File: src/rtl/operand_fetch_pkg.sv
// operand_fetch_pkg: shared register-file geometry and pipeline payload widths
package operand_fetch_pkg;
    localparam int XLEN = 32;
    localparam int NREG = 32;
    localparam int AW = $clog2(NREG);
    localparam int OPW = 8;
    localparam logic [AW-1:0] REG_ZERO = '0;
endpackage

File: src/rtl/operand_fetch_reg_scoreboard.sv
// reg_scoreboard: busy bit per register with same-cycle writeback clear folded into lookups
module reg_scoreboard
    import operand_fetch_pkg::*;
(
    input  logic          clk,
    input  logic          rst,
    input  logic          set_en,
    input  logic [AW-1:0] set_addr,
    input  logic          clr_en,
    input  logic [AW-1:0] clr_addr,
    input  logic [AW-1:0] rs1,
    input  logic [AW-1:0] rs2,
    input  logic [AW-1:0] rd,
    output logic          rs1_busy,
    output logic          rs2_busy,
    output logic          rd_busy
);
    logic [NREG-1:0] busy;

    function automatic logic pending(input logic [AW-1:0] a);
        return a != REG_ZERO && busy[a] && !(clr_en && clr_addr == a);
    endfunction

    assign rs1_busy = pending(rs1);
    assign rs2_busy = pending(rs2);
    assign rd_busy  = pending(rd);

    // set is written last so it wins over a clear of the same register
    always_ff @(posedge clk) begin
        if (rst) begin
            busy <= '0;
        end else begin
            if (clr_en && clr_addr != REG_ZERO) busy[clr_addr] <= 1'b0;
            if (set_en && set_addr != REG_ZERO) busy[set_addr] <= 1'b1;
        end
    end
endmodule

File: src/rtl/operand_fetch.sv
// operand_fetch: register-read stage with writeback bypass and busy-bit hazard stall
module operand_fetch
    import operand_fetch_pkg::*;
(
    input  logic            clk,
    input  logic            rst,
    input  logic            id_valid,
    output logic            id_ready,
    input  logic [OPW-1:0]  id_op,
    input  logic [AW-1:0]   id_rs1,
    input  logic [AW-1:0]   id_rs2,
    input  logic [AW-1:0]   id_rd,
    input  logic            id_rd_we,
    output logic [AW-1:0]   addr1,
    output logic [AW-1:0]   addr2,
    input  logic [XLEN-1:0] data1,
    input  logic [XLEN-1:0] data2,
    input  logic            wb_valid,
    input  logic [AW-1:0]   wb_addr,
    input  logic [XLEN-1:0] wb_data,
    output logic            ex_valid,
    input  logic            ex_ready,
    output logic [OPW-1:0]  ex_op,
    output logic [XLEN-1:0] ex_rs1_val,
    output logic [XLEN-1:0] ex_rs2_val,
    output logic [AW-1:0]   ex_rd,
    output logic            ex_rd_we
);
    logic rs1_busy, rs2_busy, rd_busy, accept;
    logic [XLEN-1:0] op1, op2;

    reg_scoreboard u_sb (
        .clk      (clk),
        .rst      (rst),
        .set_en   (accept && id_rd_we),
        .set_addr (id_rd),
        .clr_en   (wb_valid),
        .clr_addr (wb_addr),
        .rs1      (id_rs1),
        .rs2      (id_rs2),
        .rd       (id_rd),
        .rs1_busy (rs1_busy),
        .rs2_busy (rs2_busy),
        .rd_busy  (rd_busy)
    );

    assign addr1 = id_rs1;
    assign addr2 = id_rs2;

    assign id_ready = !rst && (!ex_valid || ex_ready) && !rs1_busy && !rs2_busy && !(id_rd_we && rd_busy);
    assign accept = id_valid && id_ready;

    // register zero wins over bypass, so a writeback to r0 can never forward
    always_comb begin
        op1 = id_rs1 == REG_ZERO ? '0 : (wb_valid && wb_addr == id_rs1) ? wb_data : data1;
        op2 = id_rs2 == REG_ZERO ? '0 : (wb_valid && wb_addr == id_rs2) ? wb_data : data2;
    end

    always_ff @(posedge clk) begin
        if (rst) begin
            ex_valid   <= 1'b0;
            ex_op      <= '0;
            ex_rs1_val <= '0;
            ex_rs2_val <= '0;
            ex_rd      <= '0;
            ex_rd_we   <= 1'b0;
        end else if (accept) begin
            ex_valid   <= 1'b1;
            ex_op      <= id_op;
            ex_rs1_val <= op1;
            ex_rs2_val <= op2;
            ex_rd      <= id_rd;
            ex_rd_we   <= id_rd_we;
        end else if (ex_ready) begin
            ex_valid   <= 1'b0;
        end
    end
endmodule

File: config.mk
export PLATFORM = sky130hd
export DESIGN_NAME = operand_fetch
export DESIGN_NICKNAME = d
export VERILOG_FILES = /design/src/rtl/operand_fetch_pkg.sv /design/src/rtl/operand_fetch_reg_scoreboard.sv /design/src/rtl/operand_fetch.sv
export SDC_FILE = /design/constraint.sdc
export NUM_CORES = 1
export LEC_CHECK = 0
export ABC_AREA = 1
export ABC_CLOCK_PERIOD_IN_PS = 2300
export CAP_MARGIN = 5
export CELL_PAD_IN_SITES_DETAIL_PLACEMENT = 2
export CELL_PAD_IN_SITES_GLOBAL_PLACEMENT = 2
export CORE_MARGIN = 2
export CORE_UTILIZATION = 24
export CTS_BUF_LIST = sky130_fd_sc_hd__clkbuf_2
export DETAILED_ROUTE_END_ITERATION = 8
export PLACE_DENSITY = 0.83
export SETUP_SLACK_MARGIN = 0.3
export SYNTH_ARGS = -nofsm -noshare
export SYNTH_HDL_FRONTEND = slang
export SYNTH_SLANG_ARGS = --single-unit
File: constraint.sdc
create_clock -name clk -period 2.3 [get_ports clk]
set_input_delay 0.345 -clock clk [delete_from_list [all_inputs] [get_ports clk]]
set_output_delay 0.345 -clock clk [all_outputs]
set_load 0.01 [all_outputs]
==> After elaboration in Yosys (flattened, before gate mapping) <==
Cells that the tools add are included.
{ "totals": {"input_bits": 130, "word_cells": 74, "reg_bits": 111, "output_inout_bits": 90} }
{ "op_classes": {"n_bitwise": 3, "reduce_logical": 36, "order_cmp": 6, "eq_ne": 3, "muxes": 19} }
{ "ops": {"columns": ["operator", "n"], "rows": [
  ["32-bit 2-to-1 mux", 7],
  ["32-bit AND", 1],
  ["32-bit inverter", 1],
  ["32-bit OR", 1],
  ["5-bit by 6-bit < comparator with 1-bit output (second input constant)", 4],
  ["1-bit logical AND", 20],
  ["5-bit nonzero test", 4],
  ["1-bit binary-select mux with 5-bit select", 3],
  ["5-bit equality test", 3],
  ["1-bit demux with 5-bit select", 2],
  ["5-bit by 1-bit >= comparator with 1-bit output (second input constant)", 2],
  ["5-bit zero test", 2],
  ["1-bit zero test", 8],
  ["1-bit 2-to-1 mux", 7],
  ["2-bit nonzero test", 1],
  ["1-bit logical OR", 1]
]} }

==> Longest topological paths before layout <==
{ "depth": {"ltp_word": 12, "depth_mapped": 19, "mapped_depth_nobuf": 15} }

==> Hierarchy <==
From an unflattened synthesis, not the netlist that was laid out.
{ "unflattened": {"cells_unflattened": 1180, "area_unflattened_um2": 6986.7} }
{ "by_module_without_submodules": {"columns": ["mod", "area_per_inst_um2", "cells_per_inst", "n_inst"], "rows": [
  ["operand_fetch", 4205.3, 675, 1],
  ["reg_scoreboard", 2781.4, 505, 1]
]} }

==> Worst setup path before layout <==
Ideal clock, no wire load.
{ "synth_path": {"path_type": "input port to output port", "from": "input port wb_addr[3]", "to": "output port id_ready", "slack_ps": 175, "path_stages": 11, "path_buffers": 3, "arrival_ps": 1780, "path_cell_list": "buf_2 -> or2_1 -> a21oi_1 -> nand3_1 -> nand2_1 -> inv_1 -> nand2_1 -> nor2_1 -> nor2_2 -> buf_4 -> buf_4"} }
{ "synth_via": {"elab_chain_cells": 8} }
{ "synth_lines": {"columns": ["item", "line", "rtl"], "rows": [
  ["start: declaration", "operand_fetch.sv:19", "input logic [AW-1:0] wb_addr,"],
  ["5-bit equality test", "operand_fetch_reg_scoreboard.sv:21", "return a != REG_ZERO && busy[a] && !(clr_en && clr_addr == a);"],
  ["1-bit logical AND", "operand_fetch_reg_scoreboard.sv:21", null],
  ["1-bit zero test", "operand_fetch_reg_scoreboard.sv:21", null],
  ["1-bit logical AND", "operand_fetch_reg_scoreboard.sv:21", null],
  ["1-bit zero test", "operand_fetch.sv:50", "assign id_ready = !rst && (!ex_valid || ex_ready) && !rs1_busy && !rs2_busy && !(id_rd_we && rd_busy);"],
  ["1-bit logical AND (2 in a row)", "operand_fetch.sv:50", null],
  ["1-bit logical AND (*)", "operand_fetch.sv:50", null],
  ["end: declaration", "operand_fetch.sv:8", "output logic id_ready,"]
]} }
Every way passes the cells marked *; elsewhere a longest branch is shown, timed or not.

==> Worst setup path after layout <==
{ "layout_path": {"from": "register u_sb.busy[8]", "to": "output port id_ready"} }
{ "layout_via": {"elab_chain_cells": 8} }
{ "layout_lines": {"columns": ["item", "line", "rtl"], "rows": [
  ["start: declaration", "operand_fetch_reg_scoreboard.sv:18", "logic [NREG-1:0] busy;"],
  ["start signal: assignment", "operand_fetch_reg_scoreboard.sv:31", "busy <= '0;"],
  ["start signal: indexed assignment", "operand_fetch_reg_scoreboard.sv:33", "if (clr_en && clr_addr != REG_ZERO) busy[clr_addr] <= 1'b0;"],
  ["start signal: indexed assignment", "operand_fetch_reg_scoreboard.sv:34", "if (set_en && set_addr != REG_ZERO) busy[set_addr] <= 1'b1;"],
  ["1-bit binary-select mux with 5-bit select", "operand_fetch_reg_scoreboard.sv:21", null],
  ["1-bit 2-to-1 mux (not written as such)", "operand_fetch_reg_scoreboard.sv:21", null],
  ["1-bit logical AND (2 in a row)", "operand_fetch_reg_scoreboard.sv:21", null],
  ["1-bit zero test", "operand_fetch.sv:50", null],
  ["1-bit logical AND (2 in a row)", "operand_fetch.sv:50", null],
  ["1-bit logical AND (*)", "operand_fetch.sv:50", null]
]} }
Every way passes the cells marked *; elsewhere a longest branch is shown, timed or not. The select of a mux whose other input is x is not followed.

==> metrics.cfg <==
[routing]
drcViolationCount = 0
ant_nets = 0
drtPass1Iterations = 4
drt-total-wl_um = 42500
wire_per_inst_um = 24.2
vias = 9468
vias_per_cell = 5.38
drt_iter0_drc = 615

[cts]
clock_sinks = 111
worst_skew_pair.late_latency_ps = 720
clkTransAtPathRegs_ps = 370
cts_tree = done
root_buffer = clkbuf_2
cts_buffer_depth = 2
hold_buffers = 0
numCtsBuffers = 9
cts-htree-levels = 3

[floorplanning]
ioPinCount = 220
die_x_um = 172
num_rows = 61
die_h_um = 172
core_region_area_um2 = 27800
start_util_pct = 24.4
die-area_um2 = 29600

[grt]
gr-usage-all-layers_pct = 25.3
grt_pass1_vias = 9569
grt-ovfl-total = 0
grt_max_degree = 81
grt_pass1_wl_um = 56500
antenna_found_initial = 3

[synth]
syn_area_um2 = 6770
syn_nets = 1226
avgSynthCellArea_um2 = 6.18
synth_cells = 1096
ys_types = 25
yosys_warnings = 0
yosys_register_bits = 111
yosysSeqAreaShare_pct = 32.8

[cells_and_area]
fill_cells = 3275
drive_gt1_share_pct = 22.3
mostFrequentLayoutCell = nand2_1
final_cell_mix = 246 x nand2_1, 170 x a21oi_1, 133 x clkdlybuf4s50_1
final_cell_count_no_fill = 1760
area_growth_pct = 62.0
layout.nets = 1498

[worst_setup_path]
cp-end-kind = primary output
cp_max_fo = 3
crit_arrival_ps = 2240
worstSetupPathType = flop to primary output
crit_required_ps = 1960
start_kind = flop

[placement]
gp_congestion = 0.887
port_buffers = 219
pre_cts_ws_ps = -802
place_hpwl_um = 27800
placed_cells = 1695

[worst_hold_path]
holdCritPathClass = primary input to flop

[timing]
clock.fmax_mhz = 387
tightestPinTransition_ps = 907
relSlewSlack_pct = 39.5
setup_violations = 101
rsz0062_at_grt = yes
period_needed_ps = 2580
fin_ws_ps = -283
slew_viol_final = 0
post-route-period-util_pct = 112
tns_ps = -14400
clock_skew_ps = 63.2
hold_violations = 0

[power_and_ir_drop]
p_clk_share_pct = 21.6
internal-power_uw = 2840
irDropWorstVdd_mv = 0.230
powerDensity_nw_per_um2 = 410
p_comb_share_pct = 33.4
switching_share_pct = 36.9
seq_power_share_pct = 45.0
p_leak_uw = 0.00510
power.switching_uw = 1660

[outcome]
status = finished, violations left
violations = negative setup slack

[flow_run]
maxCapViolations = 0

synth_stat cells, drive strengths merged:
cell      n  area [um^2]
nand2   257          967
a21oi   188          952
nand3   122          611
dfxtp   111         2220
inv      85          319
o21ai    80          400
nor2     65          246
nand4    63          394
clkbuf   55          206
buf      42          265
nor3     10         72.6
o22ai     7         43.8
o211ai    5         37.5
o31ai     3         22.5
clkinv    2         7.51
or2       1         6.26
sequential cells by signal, summed over array words and instances (netlist names):
name,count
ex_op,8
ex_rd,5
ex_rd_we,1
ex_rs1_val,32
ex_rs2_val,32
ex_valid,1
u_sb.busy,32
power by group through the flow:
stage	Sequential (uW)	Clock [uW]	Combinational (uW)
4_1_cts	2020	979	1350
2_1_floorplan	2070	0	526
6_report	2020	973	1510
3_5_place_dp	2050	0	1250
5_1_grt	2030	1060	1590
3_3_place_gp	2050	0	1220
cell type report:
cell class | count | area, um^2 | share of cell area [%]
antenna | 9 | 22.5 | 0.205
clock buffer | 10 | 50.0 | 0.456
clock inverter | 6 | 45.0 | 0.410
inverter | 87 | 337 | 3.07
multi-input combinational | 802 | 3950 | 35.9
sequential | 111 | 2350 | 21.4
tap | 378 | 473 | 4.31
timing repair buffer | 357 | 3760 | 34.2
through the flow:
stage          hold WS (ps)  total power, uW  util, %  instance area (um^2)
5_1_grt                 112             4690     39.5                 11000
6_report                106             4500     39.5                 11000
2_1_floorplan           430             2600        -                  6880
3_3_place_gp            447             3270     35.5                  9870
4_1_cts                32.2             4350     37.2                 10300
3_5_place_dp            457             3310     35.5                  9870
critical path: stages (launching register included):
cell and delay [ps]:
dfxtp_4 440, buf_12 120, o211ai_1 160, nand3_1 110, nand3_2 100, nand2_1 60, nand3_1 120, nand3_2 100
nor2_4 190, buf_6 130
cells by family (layout without fill, tap and decap cells):
| group | Yosys count | in the layout | synth area share (%) |
|---|---|---|---|
| DFF | 111 | 111 | 32.8 |
| other | 0 | 9 | 0 |
| buffers and inverters | 184 | 460 | 11.8 |
| and+or+nand+nor | 518 | 519 | 33.9 |
| AOI/OAI and AO/OA | 283 | 283 | 21.5 |
worst paths after layout:
kind	from	endpoint	slack (ps)	depth (start not counted)
min reg2reg	ex_op[6]	ex_op[6]	470	2
min	id_valid	ex_rd[2]	110	3
max reg2reg	u_sb.busy[8]	ex_rs2_val[6]	-250	16
max	u_sb.busy[8]	id_ready	-280	9
per-layer routing:
metal	vias up	wire, um	GRT usage (%)
met4	0	1960	11.8
met2	359	20600	42.2
met3	112	2480	4.58
met1	4736	17500	31.7
met5	-	0	0
li1	4261	-	-
timing repair:
action,in CTS,in global routing
gates resized for setup,141,112
endpoints found under the setup margin,192,148
pin swaps,11,18
gates cloned,6,7
setup buffers,9,18
(Power assumes the default switching activity.)
